$ cat config.mk
export PLATFORM = sky130hd
export DESIGN_NAME = keypad_emulator
export DESIGN_NICKNAME = d
export VERILOG_FILES = /design/src/rtl/keypad_emulator.sv
export SDC_FILE = /design/constraint.sdc
export NUM_CORES = 1
export LEC_CHECK = 0
export BUFFER_PORTS_ARGS = -buffer_cell sky130_fd_sc_hd__clkbuf_2
export CAP_MARGIN = 30
export CELL_PAD_IN_SITES_DETAIL_PLACEMENT = 1
export CELL_PAD_IN_SITES_GLOBAL_PLACEMENT = 2
export CORE_MARGIN = 2
export CORE_UTILIZATION = 34
export DETAILED_ROUTE_END_ITERATION = 12
export GPL_ROUTABILITY_DRIVEN = 0
export PLACE_DENSITY_LB_ADDON = 0.1
export REMOVE_ABC_BUFFERS = 1
export SYNTH_ARGS = -nofsm -noshare
export SYNTH_HDL_FRONTEND = slang
export SYNTH_SLANG_ARGS = --single-unit
$ cat constraint.sdc
create_clock -name clk -period 2.8 [get_ports clk]
set_input_delay 0.42 -clock clk [delete_from_list [all_inputs] [get_ports clk]]
set_output_delay 0.42 -clock clk [all_outputs]
set_load 0.01 [all_outputs]
$ cat src/rtl/keypad_emulator.sv
`default_nettype none
// ============================================================================
//  Module      : keypad_emulator
//  Description : Emulates a 4x4 Pmod keypad at the row/column interface.
//                A host requests a press of one hex key for hold_ms ms. The
//                press bounces, holds closed, bounces again and is followed
//                by a forced open-contact gap. Row lines answer the
//                scanner's column strobes with one cycle of latency.
//  Ports       : clk, rst              - clock, synchronous active-high reset
//                req_valid/req_ready   - press request handshake
//                req_key, hold_ms      - key code and closed time (0 -> 1 ms)
//                col (in), row (out)   - active-low column strobes / row returns
//                busy, done            - press in progress / end-of-press pulse
//  Revision    : 1.0 - initial release
// ============================================================================
module keypad_emulator #(
    parameter int unsigned CLK_HZ        = 100_000_000,
    parameter int unsigned BOUNCE_CYCLES = 200,
    parameter int unsigned BOUNCE_PERIOD = 16,
    parameter int unsigned GAP_CYCLES    = 1000
) (
    input  logic        clk,
    input  logic        rst,
    input  logic        req_valid,
    input  logic [3:0]  req_key,
    input  logic [15:0] hold_ms,
    output logic        req_ready,
    input  logic [3:0]  col,
    output logic [3:0]  row,
    output logic        busy,
    output logic        done
);

    localparam int unsigned c_MS_TICKS = (CLK_HZ / 1000 > 0) ? CLK_HZ / 1000 : 1;
    localparam logic [31:0] c_MS_LAST  = 32'(c_MS_TICKS - 1);
    localparam logic [31:0] c_B_LAST   = 32'((BOUNCE_CYCLES > 0) ? BOUNCE_CYCLES - 1 : 0);
    localparam logic [31:0] c_P_LAST   = 32'((BOUNCE_PERIOD > 0) ? BOUNCE_PERIOD - 1 : 0);
    localparam logic [31:0] c_G_LAST   = 32'((GAP_CYCLES > 0) ? GAP_CYCLES - 1 : 0);
    localparam logic        c_HAS_BOUNCE = (BOUNCE_CYCLES != 0);

    localparam logic [2:0] c_ST_IDLE = 3'd0;
    localparam logic [2:0] c_ST_BIN  = 3'd1;
    localparam logic [2:0] c_ST_HOLD = 3'd2;
    localparam logic [2:0] c_ST_BOUT = 3'd3;
    localparam logic [2:0] c_ST_GAP  = 3'd4;

    logic [2:0]  r_state;
    logic [2:0]  w_state_next;
    logic [1:0]  r_c, r_r;
    logic [1:0]  w_key_c, w_key_r;
    logic [15:0] r_hold_ms;
    logic [31:0] r_cnt;
    logic [31:0] r_pcnt;
    logic        r_tog;
    logic [31:0] r_ms_pre;
    logic [15:0] r_ms_cnt;
    logic        r_contact;
    logic        w_contact;
    logic [3:0]  r_row;
    logic        r_done;
    logic        w_accept;
    logic        w_leave;
    logic        w_hold_last;

    assign req_ready = (r_state == c_ST_IDLE);
    assign busy      = (r_state != c_ST_IDLE);
    assign row       = r_row;
    assign done      = r_done;
    assign w_accept  = req_valid && req_ready;
    assign w_leave   = (w_state_next != r_state);

    // Last cycle of HOLD: final prescaler tick of the final millisecond.
    assign w_hold_last = (r_ms_pre == c_MS_LAST) && (r_ms_cnt == r_hold_ms - 16'd1);

    // Keypad layout: column c, row r (top to bottom).
    always_comb begin
        w_key_c = 2'd0;
        w_key_r = 2'd0;
        case (req_key)
            4'h1: begin w_key_c = 2'd0; w_key_r = 2'd0; end
            4'h4: begin w_key_c = 2'd0; w_key_r = 2'd1; end
            4'h7: begin w_key_c = 2'd0; w_key_r = 2'd2; end
            4'h0: begin w_key_c = 2'd0; w_key_r = 2'd3; end
            4'h2: begin w_key_c = 2'd1; w_key_r = 2'd0; end
            4'h5: begin w_key_c = 2'd1; w_key_r = 2'd1; end
            4'h8: begin w_key_c = 2'd1; w_key_r = 2'd2; end
            4'hF: begin w_key_c = 2'd1; w_key_r = 2'd3; end
            4'h3: begin w_key_c = 2'd2; w_key_r = 2'd0; end
            4'h6: begin w_key_c = 2'd2; w_key_r = 2'd1; end
            4'h9: begin w_key_c = 2'd2; w_key_r = 2'd2; end
            4'hE: begin w_key_c = 2'd2; w_key_r = 2'd3; end
            4'hA: begin w_key_c = 2'd3; w_key_r = 2'd0; end
            4'hB: begin w_key_c = 2'd3; w_key_r = 2'd1; end
            4'hC: begin w_key_c = 2'd3; w_key_r = 2'd2; end
            default: begin w_key_c = 2'd3; w_key_r = 2'd3; end
        endcase
    end

    always_comb begin
        w_state_next = r_state;
        case (r_state)
            c_ST_IDLE: if (w_accept) w_state_next = c_HAS_BOUNCE ? c_ST_BIN : c_ST_HOLD;
            c_ST_BIN:  if (r_cnt == c_B_LAST) w_state_next = c_ST_HOLD;
            c_ST_HOLD: if (w_hold_last) w_state_next = c_HAS_BOUNCE ? c_ST_BOUT : c_ST_GAP;
            c_ST_BOUT: if (r_cnt == c_B_LAST) w_state_next = c_ST_GAP;
            c_ST_GAP:  if (r_cnt == c_G_LAST) w_state_next = c_ST_IDLE;
            default:   w_state_next = c_ST_IDLE;
        endcase
    end

    // r_tog is 0 at the start of each bounce window, so press bounce starts
    // closed and release bounce starts open.
    always_comb begin
        w_contact = 1'b0;
        case (r_state)
            c_ST_BIN:  w_contact = ~r_tog;
            c_ST_HOLD: w_contact = 1'b1;
            c_ST_BOUT: w_contact = r_tog;
            default:   w_contact = 1'b0;
        endcase
    end

    always_ff @(posedge clk) begin
        if (rst) begin
            r_state   <= c_ST_IDLE;
            r_c       <= 2'd0;
            r_r       <= 2'd0;
            r_hold_ms <= 16'd1;
            r_done    <= 1'b0;
        end else begin
            r_state <= w_state_next;
            r_done  <= (r_state == c_ST_GAP) && (w_state_next == c_ST_IDLE);
            if (w_accept) begin
                r_c       <= w_key_c;
                r_r       <= w_key_r;
                r_hold_ms <= (hold_ms == 16'd0) ? 16'd1 : hold_ms;
            end
        end
    end

    // Per-state counters, cleared whenever the state changes.
    always_ff @(posedge clk) begin
        if (rst || w_leave) begin
            r_cnt    <= 32'd0;
            r_pcnt   <= 32'd0;
            r_tog    <= 1'b0;
            r_ms_pre <= 32'd0;
            r_ms_cnt <= 16'd0;
        end else begin
            case (r_state)
                c_ST_BIN, c_ST_BOUT: begin
                    r_cnt <= r_cnt + 32'd1;
                    if (r_pcnt == c_P_LAST) begin
                        r_pcnt <= 32'd0;
                        r_tog  <= ~r_tog;
                    end else begin
                        r_pcnt <= r_pcnt + 32'd1;
                    end
                end
                c_ST_HOLD: begin
                    if (r_ms_pre == c_MS_LAST) begin
                        r_ms_pre <= 32'd0;
                        r_ms_cnt <= r_ms_cnt + 16'd1;
                    end else begin
                        r_ms_pre <= r_ms_pre + 32'd1;
                    end
                end
                c_ST_GAP: r_cnt <= r_cnt + 32'd1;
                default: begin
                    r_cnt <= r_cnt;
                end
            endcase
        end
    end

    // Contact is registered, then the row register gates it with the live
    // column strobe, giving a glitch-free row output one cycle after col.
    always_ff @(posedge clk) begin
        if (rst) begin
            r_contact <= 1'b0;
            r_row     <= 4'b1111;
        end else begin
            r_contact <= w_contact;
            if (r_contact && !col[~r_c])
                r_row <= ~(4'b0001 << ~r_r);
            else
                r_row <= 4'b1111;
        end
    end

endmodule
`default_nettype wire

==> results of run 1 <==
## flip-flops by register name, indices dropped and copies added, names as in the netlist
name / cells
r_tog: 1
r_state: 3
r_ms_pre: 32
r_c: 2
r_pcnt: 32
r_hold_ms: 16
r_cnt: 32
r_ms_cnt: 16
r_r: 2
done: 1
row: 4
r_contact: 1
## area by class of cell
| cell class | count | share of cell area, % |
|---|---|---|
| Clock buffer | 20 | 5.18 |
| Clock inverter | 10 | 1.90 |
| Inverter | 18 | 0.784 |
| Multi-Input combinational cell | 732 | 50.1 |
| Sequential cell | 142 | 33.0 |
| Tap cell | 280 | 4.07 |
| Timing Repair Buffer | 59 | 4.95 |
## power by group
group / switching (mW) / internal (mW)
Sequential: 0.0353 / 2.05
Combinational: 0.178 / 0.114
Clock: 0.874 / 1.51
## repair_timing
action	4_1_cts	5_1_grt
hold endpoints to repair	0	0
endpoints found under the setup margin	0	81
resized for setup	0	3
## per-layer routing
metal	global-route usage, %	routed length (µm)	up-vias
met2	32.0	10200	46
met3	3.31	410	20
met5	0	0	-
met4	5.30	300	0
li1	-	-	3306
met1	22.0	9260	3290
## critical path: stages (launching register included)
cell	delay, ns
dfxtp_1	0.39
inv_1	0.06
ha_1	0.22
nor3b_2	0.19
a221o_1	0.36
a211oi_1	0.27
nand4_1	0.22
a2111oi_4	0.33
buf_6	0.19
buf_4	0.19
nor2_1	0.07
## cells by family (layout without fill, tap and decap cells)
group / count (synthesis) / in the layout / synth area share (%)
AND/OR/NAND/NOR: 530 / 530 / 35.1
flip-flops: 142 / 142 / 38.2
XOR/XNOR: 123 / 123 / 14.5
AO/OA/AOI/OAI: 66 / 66 / 6.12
buffers and inverters: 66 / 107 / 4.17
multiplexers: 8 / 8 / 1.09
adder cells (fa/ha/maj): 5 / 5 / 0.840
## synthesized netlist by cell type (4+ instances only)
library cell and number:
o211ai_1 4, and4b_1 4, nor3_1 32, mux2i_1 7
buf_6 8, inv_1 18, nand2b_1 6, nand2_1 163
clkbuf_1 36, xor2_1 64, and3_1 16, dfxtp_1 142
ha_1 5, and2_1 6, nor2_1 132, nand4_1 40
and4_1 15, nand3_1 37, o21ai_0 10, xnor2_1 59
nor3b_1 8, nor4_1 47, a21oi_1 26
## layout by cell type (no fill, tap or decap), drive strengths merged, types with 26 or more instances in the layout
| cell type | count |
|---|---|
| xor2 | 64 |
| nor4 | 48 |
| nor3 | 32 |
| dfxtp | 142 |
| xnor2 | 59 |
| clkbuf | 53 |
| a21oi | 26 |
| nand2 | 163 |
| nand3 | 37 |
| nand4 | 40 |
| buf | 26 |
| nor2 | 132 |
## final timing paths
path | startpoint | to | slack, ns | cells after the start
max | r_hold_ms[1] | r_ms_cnt[7] | 0.17 | 10
min | hold_ms[8] | r_hold_ms[8] | 0.23 | 3
max reg2reg | r_hold_ms[1] | r_ms_cnt[7] | 0.17 | 10
min reg2reg | r_r[0] | row[2] | 0.44 | 1
## stage by stage
step           setup TNS (ns)  std cells
3_5_place_dp                0       1231
5_1_grt                     0       1261
3_3_place_gp                0       1231
6_report                    0       1261
2_1_floorplan         -383.51        892
4_1_cts                     0       1261
==> results.toml, run 1 <==
[run_status]
outcome = "finished clean"

[layout]
stdcell_area_mm2 = 0.00862
drive_above_1_share_pct = 10.2
syn_to_final_growth_pct = 15.8
seq_area_mm2 = 0.00284
multi_input_area_mm2 = 0.00432
insertedDiodeCount = 0
fin_util_pct = 39.7
fillers = 2617
layout.nets = 1002

[route]
routed_wl_mm = 20.1
drc = 0
dr.first_iter.drc_count = 190
num_vias = 6662
detail-route-antenna-nets = 0
wl_per_cell_um = 16.0
first_pass_iters = 4
viasPerCell = 5.28

[synthesis]
synth-seq-cells = 142
synthTopCellsByArea = "dfxtp_1 38%, nand2_1 8.2%, xor2_1 7.5%"
yosys_warnings = 0
synth_cell_types = 57
seq_area_frac_synth_pct = 38.2
ys.flop_type = "dfxtp_1"
synth-edff-count = 0
avgSynthCellArea_um2 = 7.92
syn_inst = 940
synth_area_mm2 = 0.00744
yosys.area.top_type_share_pct = 38.2
yosysTopAreaCell = "dfxtp_1"
synth-async-reset-ratio_pct = 0

[worst_setup_path]
path_class = "flop to flop"
crit_path_end_kind = "flop"
startpoint_type = "flop"
cp_max_fo = 11
arrival_ns = 2.94
required_ns = 3.11

[clocking]
htree_levels = 4
cts_setup_buffers = 0
ctsHoldBuffers = 0
clock_latency_ns = 0.43
root_buffer = "clkbuf_16"
cts_buffer_depth = 2
cts_sinks = 142
cts_tree = "built"
cts_made_buffers = 17
path_clk_slew_ns = 0.06

[floorplanning]
die_x_um = 152
fp-row-count = 54
start_util_pct = 34.3
coreArea_mm2 = 0.0217
fp.dieArea_mm2 = 0.0231
fp.dieH_um = 152
io_pins = 34

[place]
placed_area_mm2 = 0.00800
dp_slack_ns = 0.0717
io_buffers = 33
dpl.hpwl_mm = 14.3

[grt]
grt_max_degree = 59
grt_pass1_vias = 7077
grt.overflow.total = 0
grt_usage_pct = 17.9
antenna_found_initial = 0
grt_pass1_wl_mm = 34.8

[timing]
period_needed_ns = 2.63
max_slew_margin_pct = 43.7
hold_viol_final = 0
fin_ws_ns = 0.170
min_period_over_period_pct = 93.9
hold_ws_ns = 0.233
slew_viol_final = 0
setup_viol = 0
fmax_ghz = 0.380
rsz0062_at_grt = "false"
worstMarginPinSlew_ns = 0.823
clock_skew_ns = 0.0157

[job]
drv_cap = 0

[power]
power_density_mw_per_mm2 = 552
finalPower_mw = 4.75
peakVddDrop_mv = 0.305
p_leak_nw = 3.31

[hold_path]
hold_class = "primary input to flop"
Note: power is estimated with default switching activity, not from simulation.
==> run 2: changes to the inputs <==
--- a/config.mk
+++ b/config.mk
@@ -13,6 +13,7 @@
 export CORE_UTILIZATION = 34
 export DETAILED_ROUTE_END_ITERATION = 12
 export GPL_ROUTABILITY_DRIVEN = 0
+export GPL_TIMING_DRIVEN = 0
 export PLACE_DENSITY_LB_ADDON = 0.1
 export REMOVE_ABC_BUFFERS = 1
 export SYNTH_ARGS = -nofsm -noshare
==> run 2 against run 1 <==
Effect of this change: die area is the same; count of clock-buffer cells in the layout increased by 2; total power up 0.39%; critical endpoint is now r_pcnt[30]; largest cell class unchanged.
==> results.toml, run 2 (same netlist as run 1, synthesis figures left out) <==
[run_status]
outcome = "finished clean"

[worst_setup_path]
startpoint_type = "flop"
cp_max_fo = 8
crit_path_end_kind = "flop"
arrival_ns = 3.10
required_ns = 3.13
path_class = "flop to flop"

[layout]
syn_to_final_growth_pct = 20.9
largestRegisters = "r_cnt (32), r_ms_pre (32), r_pcnt (32)"
final_cell_mix = "163 x nand2_1, 140 x dfxtp_1, 118 x nor2_1"
layout.nets = 1008
drive_above_1_share_pct = 14.3
insertedDiodeCount = 0
final_common_cell = "nand2_1"

[timing]
slew_viol_final = 0
clock_skew_ns = 0.0164
hold_viol_final = 0
finalSetupTns_ns = 0
hold_ws_ns = 0.237
worstMarginPinSlew_ns = 0.833
setup_viol = 0
max_slew_margin_pct = 44.4
min_period_over_period_pct = 99.0
period_needed_ns = 2.77
fmax_ghz = 0.361
rsz0062_at_grt = "true"

[floorplanning]
fp-row-count = 54
io_pins = 34
start_util_pct = 34.3
fp.dieH_um = 152
fp.dieArea_mm2 = 0.0231
coreArea_mm2 = 0.0217
die_x_um = 152

[grt]
grt_usage_pct = 17.1
grt_max_degree = 34
grt.overflow.total = 0
grt_pass1_vias = 6842
antenna_found_initial = 0
grt_pass1_wl_mm = 33.4

[clocking]
htree_levels = 4
root_buffer = "clkbuf_16"
cts_sinks = 142
cts_made_buffers = 17
clock_latency_ns = 0.43
cts_tree = "built"
path_clk_slew_ns = 0.07
cts_buffer_depth = 2

[hold_path]
hold_class = "primary input to flop"

[route]
met3_length_um = 353
wl_per_cell_um = 15.8
routed.top_layer = "met4"
dr.first_iter.drc_count = 243
num_vias = 6735
drc = 0
first_pass_iters = 4
wl_met1_mm = 9.42
dr_wl_met2_mm = 10.1
viasPerCell = 5.31
routed_wl_mm = 20.1
detail-route-antenna-nets = 0

[power]
p_leak_nw = 3.38
power_density_mw_per_mm2 = 530
finalPower_mw = 4.77
peakVddDrop_mv = 0.327

[place]
io_buffers = 33
dpl.hpwl_mm = 13.8

[job]
drv_cap = 0
## run 2: cell count changes in the layout (fill, tap and decap cells not counted), moves of 4 or more
| cell | delta |
|---|---|
| nor2_1 | -14 |
| nor2_4 | +11 |
| buf_4 | -4 |
| clkbuf_8 | +4 |
| nor3b_1 | -4 |
| nor3b_2 | +4 |
| nor4_1 | -4 |
## run 2: where the power goes
part / internal [mW] / switching (mW)
registers: 2.04 / 0.0388
clock network: 1.44 / 0.939
logic: 0.129 / 0.178
total: 3.62 / 1.16
## run 2: cell type report
type	instances	area [µm²]
clock buffers	22	494
clock inverters	10	126
fillers	2570	12700
inverters	18	70.1
multi-input cells	732	4530
flip-flops and latches	142	2850
well taps	280	350
repair buffers	65	582
## run 2: critical path, stage by stage, from the launching register on
cell	delay [ns]
dfxtp_4	0.37
inv_2	0.06
ha_4	0.13
or3b_4	0.42
nor4_4	0.38
mux2i_1	0.27
o31ai_2	0.13
a2111oi_4	0.37
buf_6	0.18
buf_12	0.14
clkbuf_16	0.18
nor2_1	0.04
## run 2: worst paths after layout
kind                start           end  slack, ns  cells after the start
max          r_hold_ms[0]    r_pcnt[30]       0.03                     11
min            hold_ms[1]  r_hold_ms[1]       0.24                      3
max reg2reg  r_hold_ms[0]    r_pcnt[30]       0.03                     11
min reg2reg        r_r[0]        row[2]       0.42                      1
## run 2: per-stage QoR
| step | setup WS, ns | instance area (µm²) | instances | util (%) |
|---|---|---|---|---|
| floorplan | -4.77 | 7200 | 892 | - |
| global placement | -9.58 | 7720 | 1205 | 35.6 |
| detailed placement | -0.802 | 7930 | 1219 | 36.5 |
| CTS | 0.0157 | 8640 | 1257 | 39.9 |
| global route | -0.122 | 9000 | 1269 | 41.5 |
| finish | 0.0270 | 9000 | 1269 | 41.5 |
## run 2: metal layers
| metal | vias to the layer above | global-route usage [%] |
|---|---|---|
| li1 | 3324 | - |
| met1 | 3340 | 21.9 |
| met2 | 52 | 29.7 |
| met3 | 19 | 2.94 |
| met4 | 0 | 4.63 |
| met5 | - | 0 |
## run 2: what timing repair did
action                                  in CTS  in global routing
gates resized for setup                     11                 49
endpoints found under the setup margin     111                 81
cloned                                       0                  3
setup buffers                                7                  9
pin swaps                                    6                 17
hold buffers                                 0                  0
